[src/rtl/if_fetch_queue.sv]
// Instruction fetch queue: issues PC requests to imem, tracks in-flight/stale responses, buffers instructions for decode.
// Optional misaligned-PC handling is enabled by defining FETCH_MISALIGN_CHK_EN.
module if_fetch_queue #(
    parameter int DEPTH = 2
) (
    input  logic        clk,
    input  logic        rst,
    input  logic        pc_valid,
    input  logic [31:0] pc,
    input  logic [31:0] pc_nxt,
    output logic        pc_ready,
    input  logic        flush,
    output logic        imem_req,
    output logic [31:0] imem_addr,
    input  logic        imem_gnt,
    input  logic        imem_rvalid,
    input  logic [31:0] imem_rdata,
    output logic        id_valid,
    input  logic        id_ready,
    output logic [31:0] id_pc,
    output logic [31:0] id_pc_nxt,
    output logic [31:0] id_instr,
    output logic        id_misalign,
    output logic        err_spurious
);

    localparam int PW = $clog2(DEPTH);
    localparam int CW = PW + 1;
    localparam logic [CW:0] DEPTH_C = (CW + 1)'(DEPTH);

    logic [CW-1:0] count_q, count_d;
    logic [CW-1:0] live_q, live_d;
    logic [CW-1:0] drop_q, drop_d;
    logic [PW-1:0] pend_wr_q, pend_wr_d, pend_rd_q, pend_rd_d;
    logic [PW-1:0] out_wr_q, out_wr_d, out_rd_q, out_rd_d;
    logic          err_q, err_d;

    logic [31:0] pend_pc_q  [DEPTH];
    logic [31:0] pend_nxt_q [DEPTH];
    logic [31:0] out_pc_q    [DEPTH];
    logic [31:0] out_nxt_q   [DEPTH];
    logic [31:0] out_instr_q [DEPTH];

    logic [CW:0] occupancy;
    logic        space, issue_ok, mis_acc, grant;
    logic        rsp_any, rsp_drop, rsp_take, spurious;
    logic        out_push, out_pop;
    logic [31:0] push_pc, push_nxt, push_instr;

    // Every granted request reserves an output slot, so the output FIFO cannot overflow.
    assign occupancy = {1'b0, count_q} + {1'b0, live_q} + {1'b0, drop_q};
    assign space     = occupancy < DEPTH_C;
    assign issue_ok  = pc_valid & space & ~flush & ~rst;

`ifdef FETCH_MISALIGN_CHK_EN
    logic             pc_mis;
    logic             push_mis;
    logic [DEPTH-1:0] out_mis_q;

    // A misaligned PC waits for live requests to drain so it stays in program order.
    assign pc_mis   = pc[1:0] != 2'b00;
    assign mis_acc  = issue_ok & pc_mis & (live_q == '0);
    assign imem_req = issue_ok & ~pc_mis;
    assign push_pc    = mis_acc ? pc     : pend_pc_q[pend_rd_q];
    assign push_nxt   = mis_acc ? pc_nxt : pend_nxt_q[pend_rd_q];
    assign push_instr = mis_acc ? 32'h0000_0013 : imem_rdata;
    assign push_mis   = mis_acc;

    always_ff @(posedge clk) begin
        if (out_push) out_mis_q[out_wr_q] <= push_mis;
    end

    assign id_misalign = id_valid & out_mis_q[out_rd_q];
`else
    assign mis_acc    = 1'b0;
    assign imem_req   = issue_ok;
    assign push_pc    = pend_pc_q[pend_rd_q];
    assign push_nxt   = pend_nxt_q[pend_rd_q];
    assign push_instr = imem_rdata;
    assign id_misalign = 1'b0;
`endif

    assign grant     = imem_req & imem_gnt;
    assign pc_ready  = grant | mis_acc;
    assign imem_addr = pc & 32'hFFFF_FFFC;

    assign rsp_any  = imem_rvalid & ((drop_q != '0) | (live_q != '0));
    assign rsp_drop = imem_rvalid & (drop_q != '0);
    assign rsp_take = imem_rvalid & (drop_q == '0) & (live_q != '0);
    assign spurious = imem_rvalid & (drop_q == '0) & (live_q == '0);

    assign out_push = (rsp_take | mis_acc) & ~flush;
    assign out_pop  = id_valid & id_ready;

    assign id_valid     = count_q != '0;
    assign id_pc        = id_valid ? out_pc_q[out_rd_q]    : 32'h0;
    assign id_pc_nxt    = id_valid ? out_nxt_q[out_rd_q]   : 32'h0;
    assign id_instr     = id_valid ? out_instr_q[out_rd_q] : 32'h0;
    assign err_spurious = err_q;

    always_comb begin
        count_d   = count_q;
        live_d    = live_q;
        drop_d    = drop_q;
        pend_wr_d = pend_wr_q;
        pend_rd_d = pend_rd_q;
        out_wr_d  = out_wr_q;
        out_rd_d  = out_rd_q;
        err_d     = err_q | spurious;
        if (flush) begin
            // In-flight requests become stale; a response arriving now retires one of them.
            count_d   = '0;
            live_d    = '0;
            drop_d    = drop_q + live_q - CW'(rsp_any);
            pend_wr_d = '0;
            pend_rd_d = '0;
            out_wr_d  = '0;
            out_rd_d  = '0;
        end else begin
            count_d = count_q + CW'(out_push) - CW'(out_pop);
            live_d  = live_q + CW'(grant) - CW'(rsp_take);
            drop_d  = drop_q - CW'(rsp_drop);
            if (grant)    pend_wr_d = pend_wr_q + PW'(1);
            if (rsp_take) pend_rd_d = pend_rd_q + PW'(1);
            if (out_push) out_wr_d  = out_wr_q + PW'(1);
            if (out_pop)  out_rd_d  = out_rd_q + PW'(1);
        end
    end

    always_ff @(posedge clk or posedge rst) begin
        if (rst) begin
            count_q   <= '0;
            live_q    <= '0;
            drop_q    <= '0;
            pend_wr_q <= '0;
            pend_rd_q <= '0;
            out_wr_q  <= '0;
            out_rd_q  <= '0;
            err_q     <= 1'b0;
        end else begin
            count_q   <= count_d;
            live_q    <= live_d;
            drop_q    <= drop_d;
            pend_wr_q <= pend_wr_d;
            pend_rd_q <= pend_rd_d;
            out_wr_q  <= out_wr_d;
            out_rd_q  <= out_rd_d;
            err_q     <= err_d;
        end
    end

    always_ff @(posedge clk) begin
        if (grant) begin
            pend_pc_q[pend_wr_q]  <= pc;
            pend_nxt_q[pend_wr_q] <= pc_nxt;
        end
        if (out_push) begin
            out_pc_q[out_wr_q]    <= push_pc;
            out_nxt_q[out_wr_q]   <= push_nxt;
            out_instr_q[out_wr_q] <= push_instr;
        end
    end

endmodule

[config.mk]
export PLATFORM = sky130hd
export DESIGN_NAME = if_fetch_queue
export DESIGN_NICKNAME = d
export VERILOG_FILES = /design/src/rtl/if_fetch_queue.sv
export SDC_FILE = /design/constraint.sdc
export NUM_CORES = 1
export LEC_CHECK = 0
export BUFFER_PORTS_ARGS = -buffer_cell sky130_fd_sc_hd__buf_4
export CAP_MARGIN = 20
export CORE_MARGIN = 1.5
export CORE_UTILIZATION = 25
export CTS_BUF_LIST = sky130_fd_sc_hd__clkbuf_8
export CTS_CLUSTER_SIZE = 20
export DETAILED_ROUTE_END_ITERATION = 7
export GPL_TIMING_DRIVEN = 0
export PLACE_DENSITY = 0.48
export SETUP_SLACK_MARGIN = 0.15
export SLEW_MARGIN = 10
export SYNTH_ARGS = -nofsm -noshare
export SYNTH_HDL_FRONTEND = slang
export SYNTH_SLANG_ARGS = --single-unit
export TNS_END_PERCENT = 50
[constraint.sdc]
create_clock -name clk -period 7 [get_ports clk]
set_clock_uncertainty 0.05 [all_clocks]
set_input_delay 1.4 -clock clk [delete_from_list [all_inputs] [get_ports clk]]
set_output_delay 1.4 -clock clk [all_outputs]
set_load 0.02 [all_outputs]
==> impl_metrics.yaml <==
clock_network:
  holdBufCountCts: 0
  clock_latency_ns: 0.63
  cts_resized: 0
  cts_setup_buffers: 0
  cts-buffers-inserted: 58
  tritoncts: "yes"
  cts_sinks: 331
  clock_path_buffers: 3
  cts_root_buffer: "clkbuf_8"
  htree_levels: 2
  cts.clk_slew.worst_paths_ns: 0.06
floorplanning:
  num_rows: 82
  die_y_microns: 229.4
  die-area_sq_um: 52610
  initial_core_util: 0.2543
  ioPinCount: 236
  dieWidth_microns: 229.4
  core_sq_um: 50380
final_layout:
  fillCellCount: 4928
  area_growth_pct: 30.54
  drive_above_1_share: 0.3567
  layout_common_cells: "320 x edfxtp_1, 268 x buf_4, 104 x nor2_1"
  final_common_cell: "edfxtp_1"
  final_cells: 1745
  nets: 1137
  final_cell_area_sq_um: 16720
global_route:
  grt_pass1_wl_microns: 44660
  antenna_found_initial: 3
  track_usage: 0.1139
  grt_max_degree: 50
  grt_overflow: 0
  first_global_vias: 7276
synthesis:
  netlist_area_sq_um: 12810
  avgSynthCellArea_sq_um: 17.89
  netlist_instances: 716
  synth_edf_count: 320
  synth_top_family_by_area: "multiplexers"
  ys_seq_area_frac: 0.7716
  ys_types: 34
  synth-simple-area-share: 0.03985
  synth_adder_area_share: 0.01035
  synth_xor_area_frac: 0.006641
  synth_top_flop_cell: "edfxtp_1"
  synth_area_leaders: "edfxtp_1 75%, mux2i_1 7.6%, mux2_1 5.6%"
  ys_warn_count: 0
  synth.largest_area_cell: "edfxtp_1"
  ys_ff_latch: 331
  netlist.area_leader.share: 0.7501
  async_flop_share: 0.03323
  synth_compound_area_frac: 0.004786
  muxShareOfSynthArea: 0.1320
place:
  hpwlAfterDp_microns: 19550
  place_congestion: 0.7211
  placed_area_sq_um: 15670
  port_buffers: 232
  dpl.cell_count: 1636
drt:
  vias: 6935
  drt-total-wl_microns: 30090
  drtPass1Iterations: 4
  drt_drc_violations_left: 0
  avgViaCountPerCell: 3.974
  antenna_left: 0
  drt_iter0_drc: 327
  routedWlPerCell_microns: 17.24
worst_setup_path:
  r2r_slack_ns: 3.53
  reg2reg_depth: 8
  end_kind: "primary output"
  crit_path_start_kind: "flip-flop"
  timing.rr.start: "count_q[1]"
  required_ns: 5.55
  critPathMaxFanout: 4
  r2r_end: "pend_pc_q[1][25]"
  crit_type: "flip-flop to primary output"
  crit_arrival_ns: 3.03
sta:
  slew_headroom: 0.4989
  slew_viol_final: 0
  whs_ns: 0.4165
  period_needed_ns: 4.484
  hold_violations: 0
  post-route-period-util: 0.6405
  worst_pin_slew_ns: 0.7517
  timing.fmax_ghz: 0.2230
  rsz0062_at_grt: "no"
  finalSetupViolations: 0
run:
  maxCapViolCount: 0
power_and_ir_drop:
  ir_drop_mv: 0.1474
  cellPowerDensity_nw_per_um2: 330.9
  p_leak_nw: 6.045
worst_hold_path:
  hold_class: "flip-flop to flip-flop"
  worstHoldPathCells: 1
  holdPathEnd: "err_spurious"
  min-delay-start: "err_spurious"
outcome:
  status: "finished, final reports clean"
==> how the worst max path moves through the flow <==
stage,startpoint,endpoint
floorplan,imem_rvalid,out_instr_q[0][0]
global placement,imem_rvalid,out_pc_q[0][13]
detailed placement,flush,pc_ready
CTS,count_q[1],pc_ready
global route,count_q[1],pc_ready
finish,count_q[1],pc_ready
==> synthesized netlist by cell type, drive strengths merged, types with 3 or more instances <==
cell type and count:
edfxtp 320, nor2 106, mux2i 97, mux2 64, buf 54, inv 13, dfrtp 11, ha 9
clkbuf 8, xnor2 6, a21oi 3, nor2b 3, o21ai 3, or3 3
==> metrics by stage <==
| stage | util | setup WS, ns | TNS, ns | power, mW |
|---|---|---|---|---|
| floorplan | - | 0.2692 | 0 | 3.237 |
| global placement | 0.3057 | -3.726 | -356.60 | 3.996 |
| detailed placement | 0.3111 | 2.948 | 0 | 4.003 |
| CTS | 0.3319 | 2.412 | 0 | 5.678 |
| global route | 0.3319 | 2.327 | 0 | 5.842 |
| finish | 0.3320 | 2.516 | 0 | 5.534 |
==> where the power goes <==
group | internal, mW | switching (mW)
Combinational | 0.642 | 1.02
Clock | 0.820 | 0.803
Sequential | 2.23 | 0.0208
==> state kept, by name, summed over array words and instances (netlist names) <==
signal	flops
out_wr_q	1
pend_nxt_q	64
out_pc_q	64
drop_q	2
pend_rd_q	1
pend_wr_q	1
live_q	2
out_nxt_q	64
out_instr_q	64
count_q	2
out_rd_q	1
pend_pc_q	64
err_spurious	1
==> metal layers <==
metal	vias to the layer above	GRT usage	wire, microns
met3	56	0.04059	2419
met5	-	0	13
met1	3377	0.1404	12960
met2	233	0.1827	13940
met4	2	0.04317	761
li1	3267	-	-
==> worst max-delay path, cell delays in order (launching register included) <==
cell	delay (ns)
dfrtp_1	0.38
inv_1	0.10
fa_1	0.54
inv_1	0.04
ha_1	0.28
or4b_4	0.56
nor3_2	0.31
buf_4	0.21
==> final cells by class <==
type / count / area, sq um / area share
Multi-Input combinational cell: 311 / 2507 / 0.1499
Buffer: 62 / 389.1 / 0.02327
Inverter: 14 / 52.55 / 0.003142
Tap cell: 672 / 840.8 / 0.05028
Timing Repair Buffer: 246 / 1998 / 0.1195
Antenna cell: 2 / 5.005 / 0.0002993
Clock inverter: 48 / 234.0 / 0.01399
Sequential cell: 331 / 9884 / 0.5911
Clock buffer: 59 / 812.0 / 0.04856
==> cell families (layout without fill, tap and decap cells) <==
group | Yosys count | in the layout
xor gates and xnor gates | 8 | 8
muxes | 161 | 161
DFF | 331 | 331
AOI/OAI and AO/OA | 10 | 10
other | 1 | 5
adders and majority gates | 10 | 10
buffers and inverters | 76 | 429
and+or+nand+nor | 119 | 119
Note: power is estimated with default switching activity, not from simulation.
